## src/rtl/stream_mux_n_to_1.sv

```systemverilog
// ---------------------------------------------------------------------------
// stream_mux_n_to_1
//
// N-channel, W-bit stream multiplexer with per-channel valid/ready handshakes
// and a one-word registered output stage. Two arbitration modes:
//   mode_i = 0 : fixed select, channel sel_i is granted when it is valid
//   mode_i = 1 : round-robin, scanning from rr_ptr upwards modulo N
//
// Parameters
//   N      number of input channels (2..16)
//   W      data width per channel
//   SEL_W  channel index width, N <= 2**SEL_W
//   CNT_W  width of the accepted-word counter
//
// Ports
//   clk           single clock, rising-edge active
//   rst_n         asynchronous active-low reset
//   mode_i        arbitration mode (0 fixed, 1 round-robin)
//   sel_i         channel index used in fixed mode
//   in_data_i     channel k data at bits [k*W+W-1 : k*W]
//   in_valid_i    per-channel valid
//   in_ready_o    per-channel ready (combinational, at most one bit set)
//   out_data_o    registered output word
//   out_src_o     channel index of the word in out_data_o
//   out_valid_o   registered output valid
//   out_ready_i   consumer ready
//   xfer_count_o  words accepted from the inputs since reset (wrapping)
// ---------------------------------------------------------------------------
module stream_mux_n_to_1 #(
  parameter int N     = 4,
  parameter int W     = 8,
  parameter int SEL_W = 2,
  parameter int CNT_W = 16
) (
  input  logic               clk,
  input  logic               rst_n,
  input  logic               mode_i,
  input  logic [SEL_W-1:0]   sel_i,
  input  logic [N*W-1:0]     in_data_i,
  input  logic [N-1:0]       in_valid_i,
  output logic [N-1:0]       in_ready_o,
  output logic [W-1:0]       out_data_o,
  output logic [SEL_W-1:0]   out_src_o,
  output logic               out_valid_o,
  input  logic               out_ready_i,
  output logic [CNT_W-1:0]   xfer_count_o
);

  // Registered state
  logic               run_q;
  logic [W-1:0]       out_data_q,   out_data_d;
  logic [SEL_W-1:0]   out_src_q,    out_src_d;
  logic               out_valid_q,  out_valid_d;
  logic [CNT_W-1:0]   xfer_count_q, xfer_count_d;
  logic [SEL_W-1:0]   rr_ptr_q,     rr_ptr_d;

  // Combinational arbitration signals
  logic [N-1:0]       rot_valid_s;
  int                 rr_off_s;
  int                 rr_idx_s;
  logic               rr_valid_s;
  logic               fixed_valid_s;
  int                 fixed_idx_s;
  logic               grant_valid_s;
  int                 grant_idx_s;
  logic [W-1:0]       grant_data_s;
  logic               load_en_s;
  logic [N-1:0]       in_ready_s;
  logic               xfer_s;
  int                 rr_next_s;

  // Reset-release register: asserts with rst_n, releases one edge after
  // deassertion so no handshake can fire on the edge that ends reset.
  always_ff @(posedge clk or negedge rst_n) begin
    if (!rst_n) begin
      run_q <= 1'b0;
    end else begin
      run_q <= 1'b1;
    end
  end

  // Grant computation for both arbitration modes
  always_comb begin
    rot_valid_s   = '0;
    rr_off_s      = 0;
    rr_idx_s      = 0;
    rr_valid_s    = 1'b0;
    fixed_valid_s = 1'b0;
    fixed_idx_s   = int'(sel_i);
    grant_valid_s = 1'b0;
    grant_idx_s   = 0;

    // rot_valid_s[j] is the valid of channel (rr_ptr + j) mod N; only
    // constant bit-selects are used so no index ever leaves the vector.
    for (int j = 0; j < N; j++) begin
      for (int k = 0; k < N; k++) begin
        rot_valid_s[j] = rot_valid_s[j] |
                         ((((int'(rr_ptr_q) + j) % N) == k) && in_valid_i[k]);
      end
    end

    // Lowest rotated position wins: scan downward so the last write is the
    // first set bit.
    for (int j = N - 1; j >= 0; j--) begin
      rr_off_s = rot_valid_s[j] ? j : rr_off_s;
    end
    rr_valid_s = |rot_valid_s;
    rr_idx_s   = int'(rr_ptr_q) + rr_off_s;
    rr_idx_s   = (rr_idx_s >= N) ? (rr_idx_s - N) : rr_idx_s;

    // An out-of-range sel matches no k, so it can never grant.
    for (int k = 0; k < N; k++) begin
      fixed_valid_s = fixed_valid_s | ((int'(sel_i) == k) && in_valid_i[k]);
    end

    if (mode_i) begin
      grant_valid_s = rr_valid_s;
      grant_idx_s   = rr_idx_s;
    end else begin
      grant_valid_s = fixed_valid_s;
      grant_idx_s   = fixed_idx_s;
    end
  end

  // Handshake generation and granted-data selection
  always_comb begin
    load_en_s    = ~out_valid_q | out_ready_i;
    in_ready_s   = '0;
    grant_data_s = '0;
    for (int k = 0; k < N; k++) begin
      in_ready_s[k] = run_q & load_en_s & grant_valid_s & (grant_idx_s == k);
      grant_data_s  = (grant_idx_s == k) ? in_data_i[k*W +: W] : grant_data_s;
    end
    xfer_s = |(in_ready_s & in_valid_i);
  end

  assign in_ready_o = in_ready_s;

  // Next-state logic for the output stage, counter and round-robin pointer
  always_comb begin
    out_data_d   = out_data_q;
    out_src_d    = out_src_q;
    out_valid_d  = out_valid_q;
    xfer_count_d = xfer_count_q;
    rr_ptr_d     = rr_ptr_q;
    rr_next_s    = grant_idx_s + 1;
    rr_next_s    = (rr_next_s == N) ? 0 : rr_next_s;

    if (xfer_s) begin
      // Covers both an empty register and drain-plus-load in one edge.
      out_data_d   = grant_data_s;
      out_src_d    = SEL_W'(grant_idx_s);
      out_valid_d  = 1'b1;
      xfer_count_d = xfer_count_q + CNT_W'(1);
      if (mode_i) begin
        rr_ptr_d = SEL_W'(rr_next_s);
      end else begin
        rr_ptr_d = rr_ptr_q;
      end
    end else if (out_valid_q && out_ready_i) begin
      // Drain only: data and source keep their last values.
      out_valid_d = 1'b0;
    end else begin
      out_valid_d = out_valid_q;
    end
  end

  // Output stage, counter and pointer registers
  always_ff @(posedge clk or negedge rst_n) begin
    if (!rst_n) begin
      out_data_q   <= '0;
      out_src_q    <= '0;
      out_valid_q  <= 1'b0;
      xfer_count_q <= '0;
      rr_ptr_q     <= '0;
    end else begin
      out_data_q   <= out_data_d;
      out_src_q    <= out_src_d;
      out_valid_q  <= out_valid_d;
      xfer_count_q <= xfer_count_d;
      rr_ptr_q     <= rr_ptr_d;
    end
  end

  assign out_data_o   = out_data_q;
  assign out_src_o    = out_src_q;
  assign out_valid_o  = out_valid_q;
  assign xfer_count_o = xfer_count_q;

endmodule

```

## config.mk

```make
export PLATFORM = sky130hd
export DESIGN_NAME = stream_mux_n_to_1
export DESIGN_NICKNAME = d
export VERILOG_FILES = /design/src/rtl/stream_mux_n_to_1.sv
export SDC_FILE = /design/constraint.sdc
export NUM_CORES = 1
export LEC_CHECK = 0
export BUFFER_PORTS_ARGS = -buffer_cell sky130_fd_sc_hd__buf_4
export CAP_MARGIN = 10
export CORE_AREA = 2 2 75 113
export CTS_BUF_LIST = sky130_fd_sc_hd__clkbuf_16
export DETAILED_ROUTE_END_ITERATION = 8
export DIE_AREA = 0 0 77 115
export GPL_TIMING_DRIVEN = 0
export HOLD_SLACK_MARGIN = 0.05
export PLACE_DENSITY = 0.44
export SYNTH_ARGS = -nofsm -noshare
export SYNTH_HDL_FRONTEND = slang
export SYNTH_SLANG_ARGS = --single-unit
```

## constraint.sdc

```tcl
create_clock -name clk -period 4.95 [get_ports clk]
set_input_delay 0.7425 -clock clk [delete_from_list [all_inputs] [get_ports clk]]
set_output_delay 0.7425 -clock clk [all_outputs]
set_load 0.005 [all_outputs]
```

==> results.py <==
metrics = {
    "power_and_ir_drop": {
        "clkPwrFrac_pct": 22.6,
        "vdd_drop_max_mv": 0.156,
        "p_int_w": 0.000775,
        "swShare_pct": 38.2,
        "p_leak_nw": 1.33,
        "comb_power_share_pct": 48.3,
        "sequentialPowerShare_pct": 29.0,
        "powerDensity_nw_per_um2": 465,
        "p_sw_w": 0.000479,
    },
    "detailed_routing": {
        "avgViaCountPerCell": 4.51,
        "firstDrtPassIters": 4,
        "post_drt_wl_per_cell_um": 13.4,
        "drc_errors": 0,
        "wirelength_um": 5180,
        "num_vias": 1745,
        "drt_iter0_drc": 43,
        "final_antenna_net_count": 0,
    },
    "cts": {
        "clock_path_buffers": 2,
        "cts_made_buffers": 5,
        "htree_num_levels": 2,
        "cts_tree": "done",
        "clock_latency_ps": 270,
        "cts.sinks": 30,
        "postCtsHoldBufs": 0,
        "clkTransAtPathRegs_ps": 50,
        "post_cts_buffers": 0,
        "cts_root_buffer": "clkbuf_16",
        "cts.repair.resized": 0,
    },
    "worst_setup_path": {
        "crit_fanout": 10,
        "r2r_end": "out_data_o[2]$_DFFE_PN0P_",
        "critPathRequiredTime_ps": 4210,
        "rr_startpoint": "rr_ptr_q[0]$_DFFE_PN0P_",
        "slowest_stage": "fa_1",
        "reg2reg_depth": 18,
        "cpPeakStageDelay_ps": 440,
        "path_class": "flop to primary output",
        "cp_cell_sequence": "clkbuf_1, inv_1, nor3b_1, a311oi_1, o21ai_0, ha_1, inv_1, fa_1, a21oi_1, ha_1, clkbuf_1, clkbuf_1, and2_1, buf_4",
        "cp_common_cell": "clkbuf_1",
        "start_kind": "flop",
        "r2r_setup_slack_ps": 810,
        "endpoint_kind": "primary output",
        "cp.arrival_ps": 3640,
    },
    "layout": {
        "fillCellCount": 889,
        "antenna_cells": 0,
        "drive_above_1_share_pct": 31.2,
        "area_growth_pct": 41.2,
        "final_cell_mix": "buf_4, dfrtp_1, nor3_1",
        "final_common_cell": "buf_4",
        "nets": 331,
    },
    "logic_synthesis": {
        "synthSimpleGateAreaFrac_pct": 24.3,
        "synth_nets": 255,
        "synthFlopType": "dfrtp_1",
        "synth_compound_area_share_pct": 14.6,
        "yosysSeqAreaShare_pct": 39.3,
        "synth_area_per_cell_um2": 9.32,
        "async_flop_share_pct": 100,
        "synthAdderAreaFrac_pct": 5.63,
        "synth-xor-area-share_pct": 6.88,
        "synth_cell_types": 41,
        "synth_area_um2": 1910,
        "synth.area.mux_share_pct": 2.55,
        "yosys_warnings": 0,
        "synthCells": 205,
        "synth_seq_cells": 30,
        "synth_edf_count": 0,
        "synth_top_family_by_area": "simple AND/OR/NAND/NOR gates",
    },
    "global_route": {
        "grt-ovfl-total": 0,
        "grt_pass1_vias": 1736,
        "grt_max_degree": 31,
        "grt_first_pass_wirelength_um": 8770,
        "antenna_found_initial": 0,
        "track_usage_pct": 12.3,
    },
    "placed_design": {
        "io_buffers": 69,
        "hpwl_um": 4050,
        "gp_congestion": 0.740,
    },
    "timing": {
        "fin_worst_skew_ps": 7.01,
        "min_period_over_period_pct": 88.6,
        "clock.fmax_mhz": 228,
        "rsz0062_at_grt": "no",
        "slew_violations": 0,
        "fin_tns_setup_ps": 0,
        "max_slew_margin_pct": 60.2,
        "worstMarginPinSlew_ps": 592,
        "finalSetupViolCount": 0,
        "fin_hold_ws_ps": 400,
        "finalHoldViolCount": 0,
        "min_period_ps": 4380,
    },
    "hold_path": {
        "hold_path_class": "input port to async pin",
    },
    "floorplan": {
        "die_width_um": 77,
        "coreArea_um2": 7910,
        "fp.dieH_um": 115,
        "std_cell_rows": 40,
        "initial_core_util_pct": 24.2,
        "die_area_um2": 8860,
        "pin_count": 73,
    },
    "run_status": {
        "status": "finished clean",
    },
    "run": {
        "maxCapViolCount": 0,
    },
}
## kinds of logic (layout without fill, tap and decap cells)
family          count (synthesis)  in the layout
compound gates                 40             40
xor+xnor                       15             15
flops                          30             30
mux                             3              3
simple gates                   83             83
other cells                     1              1
buf+inv                        25            102
fa+ha+maj                       8              8
## cell usage after synthesis (all sizes together) (5+ instances only)
| cell | n | area share [%] |
|---|---|---|
| dfrtp | 30 | 39 |
| xor2 | 13 | 6.0 |
| nor3 | 20 | 6.1 |
| inv | 11 | 2.2 |
| a221oi | 9 | 4.1 |
| ha | 7 | 4.6 |
| nand2 | 16 | 3.1 |
| o31ai | 9 | 3.5 |
| nand3 | 5 | 1.3 |
| nor2b | 11 | 3.6 |
| clkbuf | 7 | 1.4 |
| nor2 | 12 | 2.4 |
| a21oi | 10 | 2.6 |
| buf | 7 | 3.0 |
## cell type report
class | instances | area, um^2 | share of cell area [%]
tap | 105 | 131 | 4.87
multi-input combinational | 150 | 1030 | 38.4
buffer | 14 | 83.8 | 3.11
timing repair buffer | 69 | 518 | 19.2
clock buffer | 5 | 125 | 4.64
inverter | 11 | 41.3 | 1.53
clock inverter | 3 | 12.5 | 0.464
sequential | 30 | 751 | 27.8
## how the worst max path moves through the flow
| stage | slack [ps] | endpoint | depth (start not counted) | startpoint |
|---|---|---|---|---|
| finish | 570 | in_ready_o[3] | 14 | rr_ptr_q[0]$_DFFE_PN0P_ |
| global route | 150 | in_ready_o[3] | 14 | rr_ptr_q[0]$_DFFE_PN0P_ |
| CTS | 510 | in_ready_o[3] | 14 | rr_ptr_q[0]$_DFFE_PN0P_ |
| detailed placement | 550 | out_data_o[2]$_DFFE_PN0P_ | 18 | in_valid_i[3] |
| global placement | 560 | out_data_o[2]$_DFFE_PN0P_ | 18 | in_valid_i[3] |
| floorplan | 1120 | out_data_o[0]$_DFFE_PN0P_ | 17 | in_valid_i[2] |
## state kept, by name, summed over array words and instances (netlist names)
| name | flops |
|---|---|
| out_data_o | 8 |
| out_valid_o | 1 |
| xfer_count_o | 16 |
| run_q | 1 |
| out_src_o | 2 |
| rr_ptr_q | 2 |
## layer usage
layer / GRT usage, % / wire length, um / up-vias
met5: 0 / 0 / -
met4: 4.29 / 54 / 0
met3: 2.43 / 256 / 5
met2: 21.4 / 2680 / 52
met1: 15.3 / 2190 / 803
li1: - / - / 885
## power groups by stage
stage | Sequential, W | Combinational [W] | Clock, W
6_report | 0.000364 | 0.000606 | 0.000284
2_1_floorplan | 0.000362 | 0.000379 | 0
4_1_cts | 0.000367 | 0.000623 | 0.000289
3_3_place_gp | 0.000371 | 0.000620 | 0
5_1_grt | 0.000377 | 0.000698 | 0.000298
3_5_place_dp | 0.000369 | 0.000623 | 0
## stage by stage
step                power, W  cell area [um^2]  setup slack, ps  utilization, %  std cells
global placement    0.000992              2560              557            32.4        379
CTS                  0.00128              2700              512            34.1        387
floorplan           0.000740              1910             1120               -        205
detailed placement  0.000991              2560              546            32.4        379
finish               0.00125              2700              566            34.1        387
global route         0.00137              2700              147            34.1        387
## critical path: cells and delay by family, from the launching register on
kind	cells	cell delay, ps
buf+inv	6	1310
flops	1	350
fa+ha+maj	3	800
simple gates	2	410
compound gates	3	510
No activity file was read; power rests on OpenSTA's default activity.
